File: src/rtl/render_pkg.sv
// render_pkg: shared state codes, grid-owner constants and stage indices for the frame sequencer.
package render_pkg;
  localparam logic [2:0] WAIT_IN = 3'd0;
  localparam logic [2:0] LOAD    = 3'd1;
  localparam logic [2:0] START   = 3'd2;
  localparam logic [2:0] WAIT    = 3'd3;
  localparam logic [2:0] DONE    = 3'd4;
  localparam logic [7:0] GRID_NONE = 8'hFF;
  localparam int STAGE_LEVEL = 0;
  localparam int STAGE_GRID  = 1;
  localparam int STAGE_RAY   = 2;
endpackage

File: src/rtl/key_edge.sv
// key_edge: registers key lines and emits registered one-cycle rise pulses.
module key_edge #(
  parameter int W = 1
) (
  input  logic         clock,
  input  logic         reset,
  input  logic [W-1:0] key,
  output logic [W-1:0] rise
);
  logic [W-1:0] key_q, rise_q, rise_d;
  always_comb rise_d = key & ~key_q;
  always_ff @(posedge clock or negedge reset) begin
    if (!reset) begin
      key_q  <= '0;
      rise_q <= '0;
    end else begin
      key_q  <= key;
      rise_q <= rise_d;
    end
  end
  assign rise = rise_q;
endmodule

File: src/rtl/render_sequencer.sv
// render_sequencer: captures operands by key press, then runs stages in order with start/done handshakes.
// Optional per-stage watchdog enabled by defining RENDER_SEQ_WATCHDOG_EN.
module render_sequencer import render_pkg::*; #(
  parameter int NUM_INPUTS = 3,
  parameter int NUM_STAGES = 3,
  parameter int IDX_W      = 3,
  parameter int TIMEOUT    = 65535
) (
  input  logic                  clock,
  input  logic                  reset,
  input  logic [NUM_INPUTS-1:0] key,
  input  logic                  continuous,
  output logic [NUM_INPUTS-1:0] load,
  output logic [NUM_STAGES-1:0] stage_start,
  input  logic [NUM_STAGES-1:0] stage_done,
  output logic [IDX_W-1:0]      grid_access,
  output logic                  busy,
  output logic                  frame_done,
  output logic                  timeout_err,
  output logic [IDX_W-1:0]      err_stage
);
  localparam logic [IDX_W-1:0] LAST_IN = IDX_W'(NUM_INPUTS - 1);
  localparam logic [IDX_W-1:0] LAST_ST = IDX_W'(NUM_STAGES - 1);
  logic [2:0] state_q, state_d;
  logic [IDX_W-1:0] idx_q, idx_d;
  logic [NUM_INPUTS-1:0] rise;
  logic key_hit, done_hit, wd_hit, abort, owner;

  key_edge #(.W(NUM_INPUTS)) u_key_edge (
    .clock (clock),
    .reset (reset),
    .key   (key),
    .rise  (rise)
  );

  assign key_hit  = |(rise & (NUM_INPUTS'(1) << idx_q));
  assign done_hit = |(stage_done & (NUM_STAGES'(1) << idx_q));

`ifdef RENDER_SEQ_WATCHDOG_EN
  localparam int CW = $clog2(TIMEOUT + 1);
  logic [CW-1:0] cnt_q, cnt_d;
  logic terr_q, terr_d, abort_q;
  logic [IDX_W-1:0] estage_q, estage_d;
  always_comb begin
    cnt_d    = (state_q == WAIT) ? cnt_q + 1'b1 : '0;
    wd_hit   = (state_q == WAIT) && !done_hit && (cnt_q == CW'(TIMEOUT - 1));
    terr_d   = terr_q | wd_hit;
    estage_d = wd_hit ? idx_q : estage_q;
  end
  always_ff @(posedge clock or negedge reset) begin
    if (!reset) begin
      cnt_q    <= '0;
      terr_q   <= 1'b0;
      estage_q <= '0;
      abort_q  <= 1'b0;
    end else begin
      cnt_q    <= cnt_d;
      terr_q   <= terr_d;
      estage_q <= estage_d;
      abort_q  <= wd_hit;
    end
  end
  // abort_q is only meaningful in DONE, which always directly follows the timeout
  assign abort       = abort_q;
  assign timeout_err = terr_q;
  assign err_stage   = estage_q;
`else
  assign wd_hit      = 1'b0;
  assign abort       = 1'b0;
  assign timeout_err = 1'b0;
  assign err_stage   = '0;
`endif

  always_ff @(posedge clock or negedge reset) begin
    if (!reset) begin
      state_q <= WAIT_IN;
      idx_q   <= '0;
    end else begin
      state_q <= state_d;
      idx_q   <= idx_d;
    end
  end

  always_comb begin
    state_d = state_q;
    idx_d   = idx_q;
    case (state_q)
      WAIT_IN: state_d = key_hit ? LOAD : WAIT_IN;
      LOAD: begin
        state_d = (idx_q == LAST_IN) ? START : WAIT_IN;
        idx_d   = (idx_q == LAST_IN) ? IDX_W'(STAGE_LEVEL) : idx_q + 1'b1;
      end
      START: state_d = WAIT;
      WAIT: begin
        state_d = done_hit ? ((idx_q == LAST_ST) ? DONE : START) : (wd_hit ? DONE : WAIT);
        idx_d   = done_hit ? ((idx_q == LAST_ST) ? '0 : idx_q + 1'b1) : (wd_hit ? '0 : idx_q);
      end
      DONE: state_d = (continuous && !abort) ? START : WAIT_IN;
      default: begin
        state_d = WAIT_IN;
        idx_d   = '0;
      end
    endcase
  end

  always_comb begin
    owner       = (state_q == START) || (state_q == WAIT);
    load        = (state_q == LOAD) ? NUM_INPUTS'(1) << idx_q : '0;
    stage_start = (state_q == START) ? NUM_STAGES'(1) << idx_q : '0;
    grid_access = owner ? idx_q : GRID_NONE[IDX_W-1:0];
    busy        = owner;
    frame_done  = (state_q == DONE);
  end
endmodule

File: config.mk
export PLATFORM = sky130hd
export DESIGN_NAME = render_sequencer
export DESIGN_NICKNAME = d
export VERILOG_FILES = /design/src/rtl/render_pkg.sv /design/src/rtl/key_edge.sv /design/src/rtl/render_sequencer.sv
export SDC_FILE = /design/constraint.sdc
export NUM_CORES = 1
export LEC_CHECK = 0
export CAP_MARGIN = 20
export CORE_MARGIN = 5
export CORE_UTILIZATION = 40
export DETAILED_ROUTE_END_ITERATION = 8
export GPL_TIMING_DRIVEN = 0
export PLACE_DENSITY_LB_ADDON = 0.08
export SLEW_MARGIN = 20
export SYNTH_ARGS = -nofsm -noshare
export SYNTH_HDL_FRONTEND = slang
export SYNTH_SLANG_ARGS = --single-unit
File: constraint.sdc
create_clock -name clock -period 1.2 [get_ports clock]
set_input_delay 0.24 -clock clock [delete_from_list [all_inputs] [get_ports clock]]
set_output_delay 0.24 -clock clock [all_outputs]
set_load 0.02 [all_outputs]
==> flow_metrics.tcl <==
set metrics [dict create \
    fin_ws_ps -564 \
    vias 769 \
    clock_skew_ps 6.73 \
    synth_ff_type "dfrtp_1" \
    wirelength_um 2440 \
    status "complete, but fails checks" \
    post_drt_via_cell_ratio 5.09 \
    powerDensity_nw_per_um2 2330 \
    comb_power_share_pct 72.7 \
    htreeDepth 1 \
    core-area_um2 1750 \
    p_leak_uw 0.000656 \
    final_antenna_net_count 0 \
    startpoint_type "flop" \
    syn_area_um2 746 \
    clkLatencyLatePin_ps 290 \
    yosysSeqAreaShare_pct 40.3 \
    fin_crit_sh_pct 147 \
    gr-usage-all-layers_pct 18.4 \
    synth-edff-count 0 \
    rr_worst_depth 8 \
    finalSetupTns_ps -5380 \
    synth.avg_cell_area_um2 9.32 \
    reg2reg_slack_ps -200 \
    synth_top_area_cell "dfrtp_1" \
    drv_cap 0 \
    hold_viol 0 \
    violations "negative setup slack" \
    die_y_um 53.2 \
    cts_tree "done" \
    place_ws_ps -810 \
    worstSetupPathType "reg -> out" \
    post_drt_wl_per_cell_um 16.2 \
    slew_headroom_pct 65.7 \
    r2r-start "idx_q[2]$_DFFE_PN0P_" \
    endpoint_kind "output port" \
    r2r-end "state_q[1]$_DFF_PN0_" \
    yosys_warnings 0 \
    vdd_drop_max_mv 1.50 \
    rsz0062_at_grt "true" \
    drt_pass1_iterations 4 \
    numCtsBuffers 3 \
    clock_path_buffers 2 \
    antenna_found_initial 0 \
    antenna_cells 0 \
    die_area_um2 2830 \
    synth-async-reset-ratio_pct 100 \
    ioPinCount 24 \
    switching_share_pct 42.4 \
    crit_fanout 3 \
    syn-instance-count 80 \
    grt_pass1_vias 799 \
    synth.most_common_cell "dfrtp_1" \
    dp_hpwl_um 1220 \
    period_minus_slack_ps 1760 \
    worstMarginPinSlew_ps 514 \
    fp-row-count 15 \
    first_iter_violations 14 \
    internal_power_uw 1960 \
    root_buffer "clkbuf_4" \
    power_switching_uw 1440 \
    synthTopCellsByCount "dfrtp_1, nor2b_1, o21ai_0" \
    drive_gt1_share_pct 61.9 \
    drc_errors 0 \
    hold_buffers 0 \
    slew_viol_final 0 \
    overflow 0 \
    nets 136 \
    synth_area_leaders "dfrtp_1, nor2b_1, buf_4" \
    start_util_pct 42.7 \
    power_uw 3400 \
    worst_hold_path_type "in -> async" \
    arrival_ps 1520 \
    portBuffers 19 \
    p_clk_share_pct 9.5 \
    grt_max_degree 13 \
    power_frac_seq_pct 17.8 \
    ys_ff_latch 12 \
    max_freq_mhz 567 \
    worstPathRequired_ps 960 \
    cts.reportedPaths.clkPinSlew_ps 70 \
    grt_pass1_wl_um 3650 \
    setup-violations-final 17 \
    gp_congestion 0.884 \
    fp.dieW_um 53.2 \
    fillers 94 \
    yosys.cell_types.count 32 \
    synth_top_cell_area_share_pct 40.3 \
    clkSinkCount 12 \
    syn_to_final_growth_pct 95.5 \
]
-- routing by layer --
layer  share of wire, %  routed length, um  track usage (%)  vias to the layer above
met1                 41                994             21.0                      371
met2                 51               1240             32.0                       30
met5                  0                  0                0                        -
met3                4.7                115             4.23                        9
li1                   -                  -                -                      359
met4                3.9                 95             8.51                        0
-- worst max-delay path: stages, from the launching register on --
cell     delay, ps
dfrtp_2        420
inv_4           40
or3_4          400
nor4b_4        210
buf_4          170
-- worst max-delay path by stage --
stage	slack, ps	startpoint	to	cells past startpoint
floorplan	-260	state_q[0]$_DFF_PN0_	load[1]	3
global route	-600	state_q[0]$_DFF_PN0_	load[1]	4
CTS	-540	state_q[0]$_DFF_PN0_	load[1]	4
global placement	-800	state_q[0]$_DFF_PN0_	load[1]	4
finish	-560	state_q[0]$_DFF_PN0_	load[1]	4
detailed placement	-810	state_q[0]$_DFF_PN0_	load[1]	4
-- layout by cell type, fill, tap and decap left out, drive strengths merged, types with 2 or more instances in the layout --
cell type / instances
conb: 4
nor2: 6
inv: 3
nand2b: 6
nand2: 6
nor4: 3
clkbuf: 6
clkdlybuf4s50: 8
nor4b: 2
nor2b: 7
a21oi: 3
dfrtp: 12
buf: 38
o21ai: 7
-- what timing repair did --
action	CTS	global route
pin swaps	13	12
gates resized for setup	101	17
buffers inserted	19	6
endpoints found under the setup margin	15	17
hold endpoints to repair	0	0
-- flip-flops by register name, summed over array words and instances (netlist names) --
register,count
idx_q,3
state_q,3
u_key_edge.key_q,3
u_key_edge.rise,3
-- layout make-up --
| class | instances | area [um^2] | share of cell area (%) |
|---|---|---|---|
| flip-flops and latches | 12 | 305 | 20.9 |
| clock buffers | 4 | 36.3 | 2.49 |
| repair buffers | 40 | 392 | 26.9 |
| multi-input cells | 59 | 577 | 39.6 |
| inverters | 3 | 13.8 | 0.944 |
| plain buffers | 8 | 103 | 7.04 |
| well taps | 25 | 31.3 | 2.15 |
-- cells by family after synthesis --
group	synth area share [%]
flops	40.3
other cells	0.503
compound gates	13.1
simple gates	30.9
buf+inv	12.4
mux	2.85
-- power groups by stage --
stage	clock network (uW)	logic [uW]	registers (uW)
6_report	325	2470	606
5_1_grt	359	2610	616
4_1_cts	330	2210	576
3_5_place_dp	0	1400	582
3_3_place_gp	0	1380	580
2_1_floorplan	0	1060	566
-- metrics by stage --
step / area, um^2 / hold slack, ps / utilization [%] / cells
floorplan: 832 / -55.6 / - / 83
global placement: 1050 / 383 / 60.4 / 127
detailed placement: 1050 / 386 / 60.4 / 127
CTS: 1380 / 311 / 79.2 / 149
global route: 1460 / 328 / 83.5 / 151
finish: 1460 / 291 / 83.5 / 151
No activity file was read; power rests on OpenSTA's default activity.
